### config.mk
export PLATFORM = sky130hd
export DESIGN_NAME = axi_wr_arbiter
export DESIGN_NICKNAME = d
export VERILOG_FILES = /design/src/rtl/axi_wr_arbiter.sv
export SDC_FILE = /design/constraint.sdc
export NUM_CORES = 1
export LEC_CHECK = 0
export ABC_CLOCK_PERIOD_IN_PS = 1530
export BUFFER_PORTS_ARGS = -buffer_cell sky130_fd_sc_hd__buf_2
export CAP_MARGIN = 20
export CORE_AREA = 2 2 133 135
export DETAILED_ROUTE_END_ITERATION = 10
export DIE_AREA = 0 0 135 137
export PLACE_DENSITY = 0.44
export SLEW_MARGIN = 20
export SYNTH_ARGS = -nofsm -noshare
export SYNTH_HDL_FRONTEND = slang
export SYNTH_SLANG_ARGS = --single-unit
### constraint.sdc
create_clock -name aclk -period 1.53 [get_ports aclk]
set_clock_uncertainty 0.15 [all_clocks]
set_input_delay 0.0765 -clock aclk [delete_from_list [all_inputs] [get_ports aclk]]
set_output_delay 0.0765 -clock aclk [all_outputs]
set_load 0.01 [all_outputs]
### src/rtl/axi_wr_arbiter.sv
// ---------------------------------------------------------------------------
// axi_wr_arbiter
//
// Two-master to one-slave AXI write-channel arbiter with a single write
// transaction outstanding. A winner is latched in IDLE from the sampled
// m<i>_awvalid. Its AW, W and B channels are then routed to and from the
// shared slave port, one phase at a time (ADDR -> DATA -> RESP). After the
// B handshake the block always spends one cycle in IDLE before it can
// grant again.
//
// Configuration macro:
//   AXI_WR_ARB_FIXED_PRIO_EN  defined   : master 0 always wins a tie, and
//                                         there is no round-robin pointer.
//                             undefined : round-robin; a tie goes to the
//                                         master not granted last.
//
// Parameters:
//   ID_W    AXI ID width (all *id ports)
//   ADDR_W  address width
//   DATA_W  data width (strobe width is DATA_W/8)
//
// Ports:
//   aclk, aresetn              clock and asynchronous active-low reset
//   m<i>_aw*                   master i write-address channel (i = 0, 1)
//   m<i>_w*                    master i write-data channel
//   m<i>_b*                    master i write-response channel
//   s_aw*, s_w*, s_bready      shared slave-side request signals (outputs)
//   s_awready, s_wready, s_b*  slave-side ready and response (inputs)
//   grant_id                   current owner; meaningful only while busy=1
//   busy                       high from grant until the B handshake completes
// ---------------------------------------------------------------------------
module axi_wr_arbiter #(
  parameter int unsigned ID_W   = 8,
  parameter int unsigned ADDR_W = 32,
  parameter int unsigned DATA_W = 32
) (
  input  logic                  aclk,
  input  logic                  aresetn,

  // master 0
  input  logic [ID_W-1:0]       m0_awid,
  input  logic [ADDR_W-1:0]     m0_awaddr,
  input  logic [7:0]            m0_awlen,
  input  logic [2:0]            m0_awsize,
  input  logic [1:0]            m0_awburst,
  input  logic                  m0_awvalid,
  output logic                  m0_awready,
  input  logic [ID_W-1:0]       m0_wid,
  input  logic [DATA_W-1:0]     m0_wdata,
  input  logic [DATA_W/8-1:0]   m0_wstrb,
  input  logic                  m0_wlast,
  input  logic                  m0_wvalid,
  output logic                  m0_wready,
  output logic [ID_W-1:0]       m0_bid,
  output logic [1:0]            m0_bresp,
  output logic                  m0_bvalid,
  input  logic                  m0_bready,

  // master 1
  input  logic [ID_W-1:0]       m1_awid,
  input  logic [ADDR_W-1:0]     m1_awaddr,
  input  logic [7:0]            m1_awlen,
  input  logic [2:0]            m1_awsize,
  input  logic [1:0]            m1_awburst,
  input  logic                  m1_awvalid,
  output logic                  m1_awready,
  input  logic [ID_W-1:0]       m1_wid,
  input  logic [DATA_W-1:0]     m1_wdata,
  input  logic [DATA_W/8-1:0]   m1_wstrb,
  input  logic                  m1_wlast,
  input  logic                  m1_wvalid,
  output logic                  m1_wready,
  output logic [ID_W-1:0]       m1_bid,
  output logic [1:0]            m1_bresp,
  output logic                  m1_bvalid,
  input  logic                  m1_bready,

  // slave side
  output logic [ID_W-1:0]       s_awid,
  output logic [ADDR_W-1:0]     s_awaddr,
  output logic [7:0]            s_awlen,
  output logic [2:0]            s_awsize,
  output logic [1:0]            s_awburst,
  output logic                  s_awvalid,
  input  logic                  s_awready,
  output logic [ID_W-1:0]       s_wid,
  output logic [DATA_W-1:0]     s_wdata,
  output logic [DATA_W/8-1:0]   s_wstrb,
  output logic                  s_wlast,
  output logic                  s_wvalid,
  input  logic                  s_wready,
  input  logic [ID_W-1:0]       s_bid,
  input  logic [1:0]            s_bresp,
  input  logic                  s_bvalid,
  output logic                  s_bready,

  // status
  output logic                  grant_id,
  output logic                  busy
);

  typedef enum logic [1:0] {StIdle, StAddr, StData, StResp} state_e;

  state_e state_q, state_d;
  logic   grant_q, grant_d;
  logic   req_any;
  logic   winner;

  // Owner-side views of the handshake inputs, selected by the registered grant.
  logic   own_awvalid;
  logic   own_wvalid;
  logic   own_wlast;
  logic   own_bready;

  assign req_any     = m0_awvalid | m1_awvalid;
  assign own_awvalid = grant_q ? m1_awvalid : m0_awvalid;
  assign own_wvalid  = grant_q ? m1_wvalid  : m0_wvalid;
  assign own_wlast   = grant_q ? m1_wlast   : m0_wlast;
  assign own_bready  = grant_q ? m1_bready  : m0_bready;

`ifdef AXI_WR_ARB_FIXED_PRIO_EN
  assign winner = m0_awvalid ? 1'b0 : 1'b1;
`else
  // Pointer to the master granted most recently. Its reset value of 1 hands
  // the first tie after reset to master 0.
  logic last_q;

  // A tie goes to whichever master was not granted last.
  assign winner = (m0_awvalid && m1_awvalid) ? ~last_q : m1_awvalid;

  always_ff @(posedge aclk or negedge aresetn) begin
    if (!aresetn) begin
      last_q <= 1'b1;
    end else if (state_q == StIdle && req_any) begin
      last_q <= winner;
    end
  end
`endif

  // Grant changes only on a sampled request in IDLE.
  always_comb begin
    grant_d = grant_q;
    if (state_q == StIdle && req_any) begin
      grant_d = winner;
    end
  end

  always_ff @(posedge aclk or negedge aresetn) begin
    if (!aresetn) begin
      grant_q <= 1'b0;
    end else begin
      grant_q <= grant_d;
    end
  end

  // FSM state register
  always_ff @(posedge aclk or negedge aresetn) begin
    if (!aresetn) begin
      state_q <= StIdle;
    end else begin
      state_q <= state_d;
    end
  end

  // FSM next state
  always_comb begin
    state_d = state_q;
    unique case (state_q)
      StIdle: if (req_any)                              state_d = StAddr;
      StAddr: if (own_awvalid && s_awready)             state_d = StData;
      StData: if (own_wvalid && s_wready && own_wlast)  state_d = StResp;
      StResp: if (s_bvalid && own_bready)               state_d = StIdle;
      default:                                          state_d = StIdle;
    endcase
  end

  // FSM outputs. Payloads always follow the registered grant. Valids and
  // readies are gated so that each one is live only in its own phase and
  // only toward the owner.
  always_comb begin
    s_awid    = grant_q ? m1_awid    : m0_awid;
    s_awaddr  = grant_q ? m1_awaddr  : m0_awaddr;
    s_awlen   = grant_q ? m1_awlen   : m0_awlen;
    s_awsize  = grant_q ? m1_awsize  : m0_awsize;
    s_awburst = grant_q ? m1_awburst : m0_awburst;
    s_wid     = grant_q ? m1_wid     : m0_wid;
    s_wdata   = grant_q ? m1_wdata   : m0_wdata;
    s_wstrb   = grant_q ? m1_wstrb   : m0_wstrb;
    s_wlast   = grant_q ? m1_wlast   : m0_wlast;

    m0_bid    = s_bid;
    m0_bresp  = s_bresp;
    m1_bid    = s_bid;
    m1_bresp  = s_bresp;

    s_awvalid  = 1'b0;
    s_wvalid   = 1'b0;
    s_bready   = 1'b0;
    m0_awready = 1'b0;
    m1_awready = 1'b0;
    m0_wready  = 1'b0;
    m1_wready  = 1'b0;
    m0_bvalid  = 1'b0;
    m1_bvalid  = 1'b0;

    unique case (state_q)
      StIdle: ;
      StAddr: begin
        s_awvalid = own_awvalid;
        if (grant_q) m1_awready = s_awready;
        else         m0_awready = s_awready;
      end
      StData: begin
        s_wvalid = own_wvalid;
        if (grant_q) m1_wready = s_wready;
        else         m0_wready = s_wready;
      end
      StResp: begin
        s_bready = own_bready;
        if (grant_q) m1_bvalid = s_bvalid;
        else         m0_bvalid = s_bvalid;
      end
      default: ;
    endcase
  end

  assign grant_id = grant_q;
  assign busy     = (state_q != StIdle);

endmodule
==> metrics.log, run 1 <==
[metrics] leakage component of the power: 2.107 nW
[metrics] vias after detailed routing: 2541
[metrics] core area: 17060 um2
[metrics] total length of routed wires: 10600 um
[metrics] fraction of layout instances using a drive strength above 1: 0.9314
[metrics] Final Hold Fails: 0
[metrics] total of endpoints with negative setup slack in the final report: 106
[metrics] max capacitance violation total: 0
[metrics] portion of total power attributed to the clock network: 0.070
[metrics] Max H-tree Level: 1
[metrics] result of the run: finished with violations
[metrics] Distinct cells, synth: 25
[metrics] headroom to the max-slew limit: 0.8450
[metrics] worst setup path endpoint: state_q[1]$_DFFE_PN0P_
[metrics] number of remaining DRC errors: 0
[metrics] startpoint of the lowest-slack register-to-register path: grant_id$_DFFE_PN0P_
[metrics] met3 GRT Util: 0.02593
[metrics] clock tree from TritonCTS: built
[metrics] Final ANT Viol Nets: 0
[metrics] classification of the worst-slack hold path: in2out
[metrics] Remaining Overflow, GRT: 0
[metrics] launch point of the critical path: grant_id$_DFFE_PN0P_
[metrics] area post-placement: 3447 um2
[metrics] final routed wire length divided by cell count: 15.02 um
[metrics] switching power summed over all nets: 2.456 mW
[metrics] starting DRC count in detailed routing: 34
[metrics] type of destination of the critical path: flip-flop
[metrics] number of core rows: 48
[metrics] horizontal die dimension: 135 um
[metrics] global router's overall resource usage: 0.09436
[metrics] logic gate share of total power: 0.885
[metrics] most common library cell in the layout ignoring fill and taps: sky130_fd_sc_hd__buf_2
[metrics] Power Density: 1511 nW/um2
[metrics] most frequent cells in the layout: sky130_fd_sc_hd__buf_2 (287), sky130_fd_sc_hd__mux2_2 (94), sky130_fd_sc_hd__buf_6 (33), sky130_fd_sc_hd__clkbuf_16 (7)
[metrics] Internal Power: 3.595 mW
[metrics] Max rail drop VDD: 0.5000 mV
[metrics] later-pin clock latency in the skew report: 230 ps
[metrics] final weighted congestion in routability-driven placement: 0.7599
[metrics] Vert. Die Dim: 137 um
[metrics] diode insertion count for antenna repair: 0
[metrics] violations in the final reports: setup timing
[metrics] simple-gate portion of the synthesized area: 0.05490
[metrics] Filler cells: 1871
[metrics] pre-CTS setup slack: -257.6 ps
[metrics] Hold Slack: 3.006 ps
[metrics] switch share: 0.4059
[metrics] total CTS buffers: 3
[metrics] number of top-level pins: 346
[metrics] final-stage net count: 703
[metrics] Overall Power: 6.051 mW
[metrics] maximum net fanout on the critical path: 7
[metrics] effective utilization at floorplan: 0.09889
[metrics] Syn Std Cell Area: 1687 um2
[metrics] highest clock frequency the design can meet: 557.3 MHz
[metrics] setup repair after global routing missed its margin: yes
[metrics] net count after synthesis: 392
[metrics] deepest clock path buffer count: 2
[metrics] fraction of the mapped netlist area in adder cells: 0.02967
[metrics] multiplexer share of the synthesized area: 0.6795
[metrics] Compound-Gate Fraction of Synth Area: 0.04080
[metrics] startpoint types: flip-flop
[metrics] maximum number of pins on one net before global-route repair: 22
[metrics] share of the synthesized netlist area taken by xor and xnor gates: 0
[metrics] final critical-path share of the clock period: 1.173
[metrics] CTS clk-pin slew, worst paths: 30 ps
[metrics] worst-margin pin slew: 232.1 ps
[metrics] fraction of met1 tracks used by global routing: 0.1102
[metrics] setup slack after layout: -264.4 ps
[metrics] number of cells on the worst reg-to-reg path: 4
[metrics] time the final worst path needs with I/O delays and setup: 1794 ps
[metrics] final std cell area, no fill: 4004 um2
[metrics] number of storage elements in the synthesis netlist: 4
[metrics] crit path DAT: 1750 ps
[metrics] layer with the highest usage after global routing: met2
[metrics] Detailed Routing Iterations Pass 1: 4
[metrics] count of buffers inserted at the top-level ports: 315
[metrics] average size of a mapped cell: 9.863 um2
[metrics] Sequential Power Share: 0.045
[metrics] fin. max-slew vios: 0
[metrics] endpoint of the most critical register-to-register path: state_q[1]$_DFFE_PN0P_
[metrics] required time of the critical path: 1480 ps
[metrics] dominant combinational cell family by area after synthesis: multiplexers
[metrics] count of synthesis-stage warnings from yosys: 0
[metrics] Final HPWL DP: 8718 um
[metrics] initial antenna violation count: 0
[metrics] met2 Usage GRT: 0.1746
[metrics] cell types occupying the most area after synthesis: sky130_fd_sc_hd__mux2_2 (66%), sky130_fd_sc_hd__buf_4 (8.9%), sky130_fd_sc_hd__dfrtp_1 (4.5%), sky130_fd_sc_hd__buf_2 (3.3%), sky130_fd_sc_hd__ha_1 (3.0%)
[metrics] cell at the root of the clock tree: sky130_fd_sc_hd__clkbuf_16
[metrics] proportion of netlist area held by the largest area contributor: 0.6610
[metrics] area enclosed by the die boundary: 18500 um2
[metrics] clk sink count: 4
[metrics] slack of the worst reg-to-reg path: -260 ps
[metrics] P&R area growth vs syn: 137.4%
[metrics] fraction of the yosys area taken by sequential cells: 0.06009
[metrics] critical path type: reg2reg
[metrics] global-route wire length before repair: 13400 um
[metrics] average vias per placed instance: 3.599
[metrics] cell count after synthesis: 171
[metrics] vias in the first global route: 2408
[metrics] Fin Setup TNS: -21070 ps
[metrics] top cell type by total area after synthesis: sky130_fd_sc_hd__mux2_2
==> synth_stat cells, drive strengths merged <==
master	number
a211oi	1
a21boi	1
a21o	1
a21oi	1
a31oi	1
a32o	2
and2	1
and3	3
buf	32
dfrtp	3
dfstp	1
ha	4
inv	3
mux2	100
mux2i	2
nand2	5
nand2b	1
nand4	1
nand4b	1
nor2	4
nor2b	2
o32a	1
==> what timing repair did <==
action | 4_1_cts | 5_1_grt
endpoints found under the hold margin | 5 | 0
pin swaps | 2 | 3
endpoints found under the setup margin | 106 | 110
gates cloned | 2 | 4
gates resized for setup | 47 | 9
buffers inserted | 4 | 0
hold buffers | 2 | 0
==> worst min path at each step <==
stage,start,end,slack [ps],cells past startpoint
floorplan,aresetn,grant_id$_DFFE_PN0P_,-370,0
finish,s_bid[2],m0_bid[2],3,0
global route,s_bid[2],m0_bid[2],3,0
global placement,aresetn,grant_id$_DFFE_PN0P_,-250,1
detailed placement,aresetn,grant_id$_DFFE_PN0P_,-260,1
CTS,s_bid[4],m0_bid[4],3,0
==> critical path, cell delays in order, from the launching register on <==
cell,delay [ps]
sky130_fd_sc_hd__dfrtp_4,520
sky130_fd_sc_hd__nand4b_1,190
sky130_fd_sc_hd__a32o_1,270
sky130_fd_sc_hd__a211oi_2,210
sky130_fd_sc_hd__mux2_1,340
==> sequential cells by signal (all words and copies together) (netlist names) <==
| register | flops |
|---|---|
| state_q | 2 |
| grant_id | 1 |
| last_q | 1 |
==> power by group through the flow <==
stage / clock network [mW] / registers, mW / logic [mW]
6_report: 0.422 / 0.271 / 5.36
5_1_grt: 0.442 / 0.283 / 5.70
4_1_cts: 0.431 / 0.258 / 5.07
3_5_place_dp: 0 / 0.247 / 4.23
3_3_place_gp: 0 / 0.246 / 4.25
2_1_floorplan: 0 / 0.225 / 2.62
==> through the flow <==
stage	std cells	utilization
after floorplan	171	-
after global placement	690	0.2021
after detailed placement	690	0.2021
after CTS	702	0.2269
after global routing	706	0.2347
final	706	0.2347
==> per-layer routing <==
| layer | vias to the layer above | wire length [um] |
|---|---|---|
| met1 | 1142 | 4070 |
| met5 | - | 0 |
| met3 | 7 | 1031 |
| li1 | 1227 | - |
| met2 | 165 | 5431 |
| met4 | 0 | 71 |
==> cells by family after synthesis <==
logic type      count (synthesis)
mux                           102
buf+inv                        35
simple gates                   18
compound gates                  8
fa+ha+maj                       4
flops                           4
==> final cells by class <==
cell class              instances  area (um2)  share of cell area
clock buffers                   4       78.83             0.01969
inverters                       3       11.26            0.002813
multi-input cells             132        1416              0.3538
flip-flops and latches          4       105.1             0.02625
well taps                     225       281.5             0.07031
repair buffers                338        2111              0.5272
(Power assumes the default switching activity.)
==> inputs of run 2 (changes only) <==
Settings changed: CTS_BUF_LIST from default to sky130_fd_sc_hd__clkbuf_16.
==> metrics.log, run 2 (synthesis gave the netlist of run 1 again) <==
[metrics] result of the run: finished with violations
[metrics] violations in the final reports: setup timing
[metrics] Vert. Die Dim: 137 um
[metrics] switching power summed over all nets: 2.455 mW
[metrics] number of core rows: 48
[metrics] number of top-level pins: 346
[metrics] average vias per placed instance: 3.599
[metrics] top register by number of flip-flops: state_q
[metrics] count of buffers inserted at the top-level ports: 315
[metrics] number of remaining DRC errors: 0
[metrics] total CTS buffers: 3
[metrics] area enclosed by the die boundary: 18500 um2
[metrics] headroom to the max-slew limit: 0.8450
[metrics] clock tree from TritonCTS: built
[metrics] final std cell area, no fill: 4004 um2
[metrics] highest clock frequency the design can meet: 557.2 MHz
[metrics] effective utilization at floorplan: 0.09889
[metrics] Final Hold Fails: 0
[metrics] deepest clock path buffer count: 2
[metrics] most common library cell in the layout ignoring fill and taps: sky130_fd_sc_hd__buf_2
[metrics] Internal Power: 3.588 mW
[metrics] later-pin clock latency in the skew report: 230 ps
[metrics] starting DRC count in detailed routing: 37
[metrics] clk sink count: 4
[metrics] Remaining Overflow, GRT: 0
[metrics] cell at the root of the clock tree: sky130_fd_sc_hd__clkbuf_16
[metrics] diode insertion count for antenna repair: 0
[metrics] most frequent cells in the layout: sky130_fd_sc_hd__buf_2 (287), sky130_fd_sc_hd__mux2_2 (94), sky130_fd_sc_hd__buf_6 (33), sky130_fd_sc_hd__clkbuf_16 (7)
[metrics] initial antenna violation count: 0
[metrics] worst-margin pin slew: 232.1 ps
[metrics] critical path type: reg2reg
[metrics] portion of total power attributed to the clock network: 0.069
[metrics] leakage component of the power: 2.112 nW
[metrics] global-route wire length before repair: 13400 um
[metrics] setup repair after global routing missed its margin: yes
[metrics] P&R area growth vs syn: 137.4%
[metrics] met3 GRT Util: 0.02593
[metrics] Final HPWL DP: 8718 um
[metrics] layer with the highest usage after global routing: met2
[metrics] switch share: 0.4062
[metrics] vias after detailed routing: 2541
[metrics] critical-path cell list: nand4b_1 -> a32o_1 -> a211oi_2 -> mux2_1
[metrics] Max H-tree Level: 1
[metrics] delay of the slowest cell on the worst path: 520 ps
[metrics] flip-flop count of the largest register after layout: 2
[metrics] area post-placement: 3447 um2
[metrics] crit path DAT: 1750 ps
[metrics] met2 Usage GRT: 0.1746
[metrics] time the final worst path needs with I/O delays and setup: 1795 ps
[metrics] Fin Setup TNS: -21060 ps
[metrics] final-stage net count: 703
[metrics] final critical-path share of the clock period: 1.173
[metrics] maximum net fanout on the critical path: 7
[metrics] fraction of met1 tracks used by global routing: 0.1102
[metrics] Max rail drop VDD: 0.4995 mV
[metrics] cell at the slowest stage of the critical path: sky130_fd_sc_hd__dfrtp_4
[metrics] fraction of layout instances using a drive strength above 1: 0.9314
[metrics] final routed wire length divided by cell count: 15.02 um
[metrics] total length of routed wires: 10600 um
[metrics] Detailed Routing Iterations Pass 1: 4
[metrics] required time of the critical path: 1480 ps
[metrics] Filler cells: 1871
[metrics] Final ANT Viol Nets: 0
[metrics] vias in the first global route: 2408
[metrics] global router's overall resource usage: 0.09436
[metrics] max capacitance violation total: 0
[metrics] type of destination of the critical path: flip-flop
[metrics] fin. max-slew vios: 0
[metrics] classification of the worst-slack hold path: in2out
[metrics] maximum number of pins on one net before global-route repair: 22
[metrics] final weighted congestion in routability-driven placement: 0.7599
[metrics] startpoint types: flip-flop
[metrics] core area: 17060 um2
[metrics] Sequential Power Share: 0.045
[metrics] horizontal die dimension: 135 um
[metrics] total of endpoints with negative setup slack in the final report: 106
[metrics] logic gate share of total power: 0.887
[metrics] setup slack after layout: -264.6 ps
[metrics] CTS clk-pin slew, worst paths: 30 ps
[metrics] Power Density: 1509 nW/um2
## run 2: cell types whose count changed in the layout (fill, tap and decap cells not counted)
cell	change
sky130_fd_sc_hd__clkbuf_1	-1
sky130_fd_sc_hd__inv_1	+1
## run 2: path summary, 6_finish.rpt
path                                      start                endpoint  slack (ps)  depth (start not counted)
setup / recovery           grant_id$_DFFE_PN0P_  state_q[1]$_DFFE_PN0P_        -260                          4
hold / removal                         s_bid[2]               m0_bid[2]           3                          0
setup reg to reg           grant_id$_DFFE_PN0P_  state_q[1]$_DFFE_PN0P_        -260                          4
hold reg to reg              last_q$_DFFE_PN1P_      last_q$_DFFE_PN1P_         370                          2
max in group asynchronous               aresetn      last_q$_DFFE_PN1P_         990                          2
min in group asynchronous               aresetn  state_q[0]$_DFFE_PN0P_          40                          2
## run 2: area by class of cell
type / instances / area (um2) / area share
Inverter: 3 / 11.26 / 0.002813
Tap cell: 225 / 281.5 / 0.07031
Clock buffer: 3 / 75.07 / 0.01875
Sequential cell: 4 / 105.1 / 0.02625
Clock inverter: 1 / 3.754 / 0.0009375
Multi-Input combinational cell: 132 / 1416 / 0.3538
Timing Repair Buffer: 338 / 2111 / 0.5272
## run 2: worst max-delay path: cells and delay by family, from the launching register on
kind,cells,cell delay (ps)
DFF,1,520
and+or+nand+nor,1,190
AOI/OAI and AO/OA,2,480
muxes,1,340
## run 2: power by group through the flow
stage               Clock [mW]  Sequential, mW  Combinational (mW)
floorplan                    0           0.225                2.62
global placement             0           0.246                4.25
detailed placement           0           0.247                4.23
CTS                      0.425           0.258                5.07
global route             0.436           0.283                5.70
finish                   0.415           0.271                5.36
## run 2: what timing repair did
| item | CTS | global route |
|---|---|---|
| endpoints found under the setup margin | 106 | 110 |
| gates cloned | 2 | 4 |
| setup buffers | 4 | 0 |
| hold endpoints to repair | 5 | 0 |
| resized for setup | 47 | 9 |
| hold buffers | 2 | 0 |
| pin swaps | 2 | 3 |
## run 2: routing by layer
metal / part of all wire / up-vias
met3: 0.097 / 7
met2: 0.51 / 165
met4: 0.0067 / 0
li1: - / 1227
met5: 0 / -
met1: 0.38 / 1142
## run 2: per-stage QoR
step	worst slack (ps)	instances	util	hold WS (ps)	power [mW]
floorplan	-224.4	171	-	-369.1	2.843
global placement	-249.5	690	0.2021	-253.0	4.495
detailed placement	-257.6	690	0.2021	-262.9	4.481
CTS	-280.0	702	0.2269	3.106	5.748
global route	-312.6	706	0.2347	3.027	6.417
finish	-264.6	706	0.2347	3.006	6.043
